--- src/rtl/add_serial_pkg.sv ---
// rtl/add_serial_pkg.sv - shared types and sizing for the bit-serial adder
// Purpose: FSM state enum, default operand width and bit-counter sizing.
// Ports: none (package).
package add_serial_pkg;

  typedef enum logic [1:0] {
    IDLE = 2'd0,
    ADD  = 2'd1,
    DONE = 2'd2
  } state_e;

  localparam int DEF_WIDTH = 4;

  // Bit counter must index WIDTH positions; a 1-bit adder still needs a 1-bit counter.
  function automatic int cnt_width(input int w);
    return (w <= 2) ? 1 : $clog2(w);
  endfunction

  localparam int CNT_W = cnt_width(DEF_WIDTH);

endpackage

--- src/rtl/add_serial_if.sv ---
// rtl/add_serial_if.sv - request/result bundle for the bit-serial adder
// Purpose: groups the start strobe, operands and result signals.
// Ports: start, A, B (requester -> adder); busy, done, sum (adder -> requester).
interface add_serial_if
  import add_serial_pkg::*;
#(
  parameter int WIDTH = DEF_WIDTH
) ();

  logic               start;
  logic [WIDTH-1:0]   A;
  logic [WIDTH-1:0]   B;
  logic               busy;
  logic               done;
  logic [2*WIDTH-1:0] sum;

  modport master (
    output start, A, B,
    input  busy, done, sum
  );

  modport slave (
    input  start, A, B,
    output busy, done, sum
  );

endinterface

--- src/rtl/full_adder_1b.sv ---
// rtl/full_adder_1b.sv - single-bit combinational full adder
// Purpose: the one adder cell the serial datapath reuses every cycle.
// Ports: a, b, cin (inputs); s = a^b^cin, cout = majority(a,b,cin) (outputs).
module full_adder_1b (
  input  logic a,
  input  logic b,
  input  logic cin,
  output logic s,
  output logic cout
);

  assign s    = a ^ b ^ cin;
  assign cout = (a & b) | (a & cin) | (b & cin);

endmodule

--- src/rtl/add_serial.sv ---
// rtl/add_serial.sv - LSB-first bit-serial unsigned adder with done pulse
// Purpose: captures A/B on an accepted start, adds one bit per clock, then
//   presents the zero-extended sum with a one-cycle done pulse.
// Ports: clk, rst (sync, active-high); bus (slave): start, A, B in;
//   busy, done, sum out (all outputs registered).
module add_serial
  import add_serial_pkg::*;
#(
  parameter int WIDTH = DEF_WIDTH
) (
  input  logic         clk,
  input  logic         rst,
  add_serial_if.slave  bus
);

  localparam int CW = cnt_width(WIDTH);

  state_e               state_q;
  logic [WIDTH-1:0]     a_q;
  logic [WIDTH-1:0]     b_q;
  logic [WIDTH-1:0]     part_q;
  logic                 carry_q;
  logic [CW-1:0]        cnt_q;
  logic                 busy_q;
  logic                 done_q;
  logic [2*WIDTH-1:0]   sum_q;

  logic                 fa_s;
  logic                 fa_c;
  logic [WIDTH-1:0]     part_d;
  logic [2*WIDTH-1:0]   sum_d;

  full_adder_1b u_fa (
    .a    (a_q[0]),
    .b    (b_q[0]),
    .cin  (carry_q),
    .s    (fa_s),
    .cout (fa_c)
  );

  // Partial result with this cycle's sum bit placed at the counter position;
  // sum_d is what gets published on the last ADD cycle (carry-out at bit WIDTH).
  always_comb begin
    part_d        = part_q;
    part_d[cnt_q] = fa_s;
    sum_d         = '0;
    sum_d[WIDTH:0] = {fa_c, part_d};
  end

  always_ff @(posedge clk) begin
    if (rst) begin
      state_q <= IDLE;
      a_q     <= '0;
      b_q     <= '0;
      part_q  <= '0;
      carry_q <= 1'b0;
      cnt_q   <= '0;
      busy_q  <= 1'b0;
      done_q  <= 1'b0;
      sum_q   <= '0;
    end else begin
      case (state_q)
        IDLE, DONE: begin
          done_q <= 1'b0;
          if (bus.start) begin
            a_q     <= bus.A;
            b_q     <= bus.B;
            part_q  <= '0;
            carry_q <= 1'b0;
            cnt_q   <= '0;
            busy_q  <= 1'b1;
            state_q <= ADD;
          end else begin
            state_q <= IDLE;
          end
        end
        ADD: begin
          // start is deliberately not looked at here: requests during ADD are dropped.
          carry_q <= fa_c;
          part_q  <= part_d;
          a_q     <= a_q >> 1;
          b_q     <= b_q >> 1;
          cnt_q   <= cnt_q + CW'(1);
          if (cnt_q == CW'(WIDTH - 1)) begin
            sum_q   <= sum_d;
            done_q  <= 1'b1;
            busy_q  <= 1'b0;
            state_q <= DONE;
          end
        end
        default: begin
          busy_q  <= 1'b0;
          done_q  <= 1'b0;
          state_q <= IDLE;
        end
      endcase
    end
  end

  assign bus.busy = busy_q;
  assign bus.done = done_q;
  assign bus.sum  = sum_q;

endmodule

--- src/flat_wrapper.sv ---
// flat-port wrapper written by rule: the top's interface ports become plain ports
module add_serial_flat import add_serial_pkg::*;
#(
  parameter int WIDTH = DEF_WIDTH
)
  (clk, rst, bus_start, bus_A, bus_B, bus_busy, bus_done, bus_sum);
  add_serial_if #(.WIDTH(WIDTH)) bus_i ();
  input  logic clk;
  input  logic rst;
  input wire logic [$bits(bus_i.start)-1:0] bus_start;
  input wire logic [$bits(bus_i.A)-1:0] bus_A;
  input wire logic [$bits(bus_i.B)-1:0] bus_B;
  output wire logic [$bits(bus_i.busy)-1:0] bus_busy;
  output wire logic [$bits(bus_i.done)-1:0] bus_done;
  output wire logic [$bits(bus_i.sum)-1:0] bus_sum;
  assign bus_i.start = bus_start;
  assign bus_i.A = bus_A;
  assign bus_i.B = bus_B;
  assign bus_busy = bus_i.busy;
  assign bus_done = bus_i.done;
  assign bus_sum = bus_i.sum;
  add_serial #(.WIDTH(WIDTH)) u_core (.clk(clk), .rst(rst), .bus(bus_i));
endmodule
--- config.mk ---
export PLATFORM = sky130hd
export DESIGN_NAME = add_serial_flat
export DESIGN_NICKNAME = d
export VERILOG_FILES = /design/src/rtl/add_serial_pkg.sv /design/src/rtl/add_serial_if.sv /design/src/rtl/full_adder_1b.sv /design/src/rtl/add_serial.sv /design/src/flat_wrapper.sv
export SDC_FILE = /design/constraint.sdc
export NUM_CORES = 1
export LEC_CHECK = 0
export CORE_MARGIN = 2
export CORE_UTILIZATION = 35
export DETAILED_ROUTE_END_ITERATION = 8
export PLACE_DENSITY = 0.66
export SLEW_MARGIN = 10
export SYNTH_ARGS = -nofsm -noshare
export SYNTH_HDL_FRONTEND = slang
export SYNTH_SLANG_ARGS = --single-unit
--- constraint.sdc ---
create_clock -name clk -period 3.7 [get_ports clk]
set_input_delay 0.74 -clock clk [delete_from_list [all_inputs] [get_ports clk]]
set_output_delay 0.74 -clock clk [all_outputs]
set_load 0.05 [all_outputs]
==> flow_summary.json <==
{
  "status": "finished, final reports clean",
  "total_power_w": 0.000458,
  "placed_area_um2": 1180,
  "floorplan.initialDensity_pct": 36.9,
  "crit_required_ps": 2960,
  "ys.flop_type": "dfxtp_1",
  "area_delta_synth_final_pct": 17.9,
  "finalHoldViolations": 0,
  "use_met3_pct": 4.24,
  "cts_sinks": 23,
  "path_clk_slew_ps": 120,
  "gp_congestion": 0.788,
  "slew_headroom_pct": 47.2,
  "peakVddDrop_mv": 0.247,
  "max_cap_violations": 0,
  "pwr-share-clk_pct": 25.3,
  "switching_share_pct": 27.8,
  "crit_buf_inv": 1,
  "cts_tree": "done",
  "grt.met1_usage_pct": 13.6,
  "antenna_left": 0,
  "crit_fanout": 3,
  "critPathTopFamily": "buffers and inverters",
  "synth_top_cell_by_area": "dfxtp_1",
  "synthTopCellsByCount": "23 x dfxtp_1, 18 x nand2_1, 12 x nor2_1",
  "power_switching_w": 0.000127,
  "fin_worst_skew_ps": 7.76,
  "worstPathArrival_ps": 1480,
  "intPower_w": 0.000331,
  "crit_type": "register to primary output",
  "num-nets-final": 151,
  "synth_edf_count": 0,
  "worstSkewPairLatency_ps": 310,
  "setup_viol": 0,
  "ys_seq_area_share_pct": 44.8,
  "fin_crit_sh_pct": 60.1,
  "die_w_um": 58.2,
  "async_flop_share_pct": 0,
  "cpMaxStageDelayCell": "clkdlybuf4s50_1",
  "startpoint_type": "register",
  "core_area_um2": 2780,
  "postCtsSetupBuffers": 0,
  "numCtsBuffers": 3,
  "antenna_found_initial": 0,
  "ys_ff_latch": 23,
  "die_y_um": 58.2,
  "dieArea_um2": 3380,
  "synthTopCellsByArea": "dfxtp_1 45%, nand2_1 6.6%, a21oi_1 5.4%",
  "period_minus_slack_ps": 2220,
  "dp_hpwl_um": 1380,
  "grt-ovfl-total": 0,
  "io_pins": 21,
  "pwr-share-comb_pct": 16.3,
  "drv_slew": 0,
  "min-delay-path-class": "register to register",
  "drcViolationCount": 0,
  "postLayoutCellArea_um2": 1210,
  "vias": 846,
  "wl_per_cell_um": 11.5,
  "yosys.area.top_type_share_pct": 44.8,
  "p_leak_nw": 0.444,
  "synth_cell_type_count": 26,
  "p_seq_share_pct": 58.4,
  "rsz0062_at_grt": "false",
  "ys.warnings.count": 0,
  "diodes": 0,
  "crit_path_cell_trace": "clkdlybuf4s50_1",
  "multiInputGateArea_um2": 499,
  "max_freq_ghz": 0.450,
  "cts_hold_buf": 0,
  "yosysMostFrequentCell": "dfxtp_1",
  "worstMarginPinSlew_ps": 791,
  "drt-pass1-iter-count": 4,
  "cts.repair.resized": 0,
  "power-per-cell-area_nw_per_um2": 378,
  "cts_buffer_depth": 2,
  "top_usage_layer": "met2",
  "setup-tns-final_ps": 0,
  "num-fill-cells": 280,
  "drt_iter0_markers": 18,
  "end_kind": "primary output",
  "grt_first_pass_wirelength_um": 3220,
  "cts-root-buf": "clkbuf_4",
  "drive_above_1_share_pct": 5.97,
  "seq_area_um2": 460,
  "routed_via_density": 5.13,
  "track_usage_pct": 12.5,
  "routed_wl_um": 1890,
  "use_met2_pct": 21.8,
  "htreeDepth": 1,
  "grt_max_degree": 24,
  "grt_pass1_vias": 766,
  "netlist_area_um2": 1030,
  "final_util_pct": 43.5,
  "placementRows": 19,
  "synth_area_per_cell_um2": 8.49,
  "cpPeakStageDelay_ps": 810,
  "portBuffers": 17,
  "syn_inst": 121
}
## power by group through the flow
stage / Combinational, W / Clock, W / Sequential [W]
2_1_floorplan: 0.0000541 / 0 / 0.000275
3_3_place_gp: 0.0000735 / 0 / 0.000273
3_5_place_dp: 0.0000753 / 0 / 0.000273
4_1_cts: 0.0000754 / 0.000120 / 0.000268
5_1_grt: 0.0000838 / 0.000130 / 0.000270
6_report: 0.0000746 / 0.000116 / 0.000268
## worst reg2reg max path, cell delays in order (launching register included)
cell and delay [ps]:
dfxtp_1 380, nand2b_1 640, or3_4 280, clkinv_2 50, a22o_1 210
## path summary, 6_finish.rpt
check             slack, ps  depth (start not counted)           endpoint              start
setup / recovery       1480                          1           bus_busy    u_core.bus.busy
hold / removal          470                          1  u_core.bus.sum[0]  u_core.bus.sum[0]
setup reg to reg       2040                          4  u_core.bus.sum[3]  u_core.state_q[1]
hold reg to reg         470                          1  u_core.bus.sum[0]  u_core.bus.sum[0]
## cell usage in the layout, fill, tap and decap left out, drive strengths merged, types with 2 or more instances in the layout
cell           netlist  final
conb                 1      3
nand2b               2      2
o21ai                4      4
clkdlybuf4s50        0     17
nor2b                5      5
dfxtp               23     23
and2                 3      3
a311oi               6      6
nor2                12     12
nand2               18     18
a21oi               12     12
nand3                9      9
ha                   4      4
clkbuf               1      4
o2bb2ai              3      3
inv                  3      3
## per-layer routing
layer,share of wire (%),vias up,routed length [um]
li1,-,429,-
met1,45,392,860
met2,48,20,906
met3,4.9,5,93
met4,1.7,0,33
met5,0,-,0
## kinds of logic after synthesis
family,Yosys count,synth area share (%)
adders and majority gates,5,6.82
AOI/OAI and AO/OA,27,17.4
DFF,23,44.8
other,1,0.365
and+or+nand+nor,51,23.3
buffers and inverters,14,7.31
## final cells by class
| cell class | count | area share (%) |
|---|---|---|
| flip-flops and latches | 23 | 38.0 |
| repair buffers | 17 | 14.0 |
| well taps | 31 | 3.20 |
| inverters | 4 | 1.34 |
| multi-input cells | 86 | 41.2 |
| clock buffers | 4 | 2.17 |
## flip-flops by register name, summed over array words and instances (netlist names)
signal / flops
u_core.a_q: 4
u_core.b_q: 4
u_core.bus.busy: 1
u_core.bus.done: 1
u_core.bus.sum: 5
u_core.carry_q: 1
u_core.cnt_q: 2
u_core.part_q: 3
u_core.state_q: 2
## per-stage QoR
step | instances | setup slack, ps | hold slack [ps]
2_1_floorplan | 123 | 2290 | 439
3_3_place_gp | 161 | 1370 | 446
3_5_place_dp | 161 | 1350 | 446
4_1_cts | 165 | 1460 | 475
5_1_grt | 165 | 1400 | 486
6_report | 165 | 1480 | 471
Note: power is estimated with default switching activity, not from simulation.
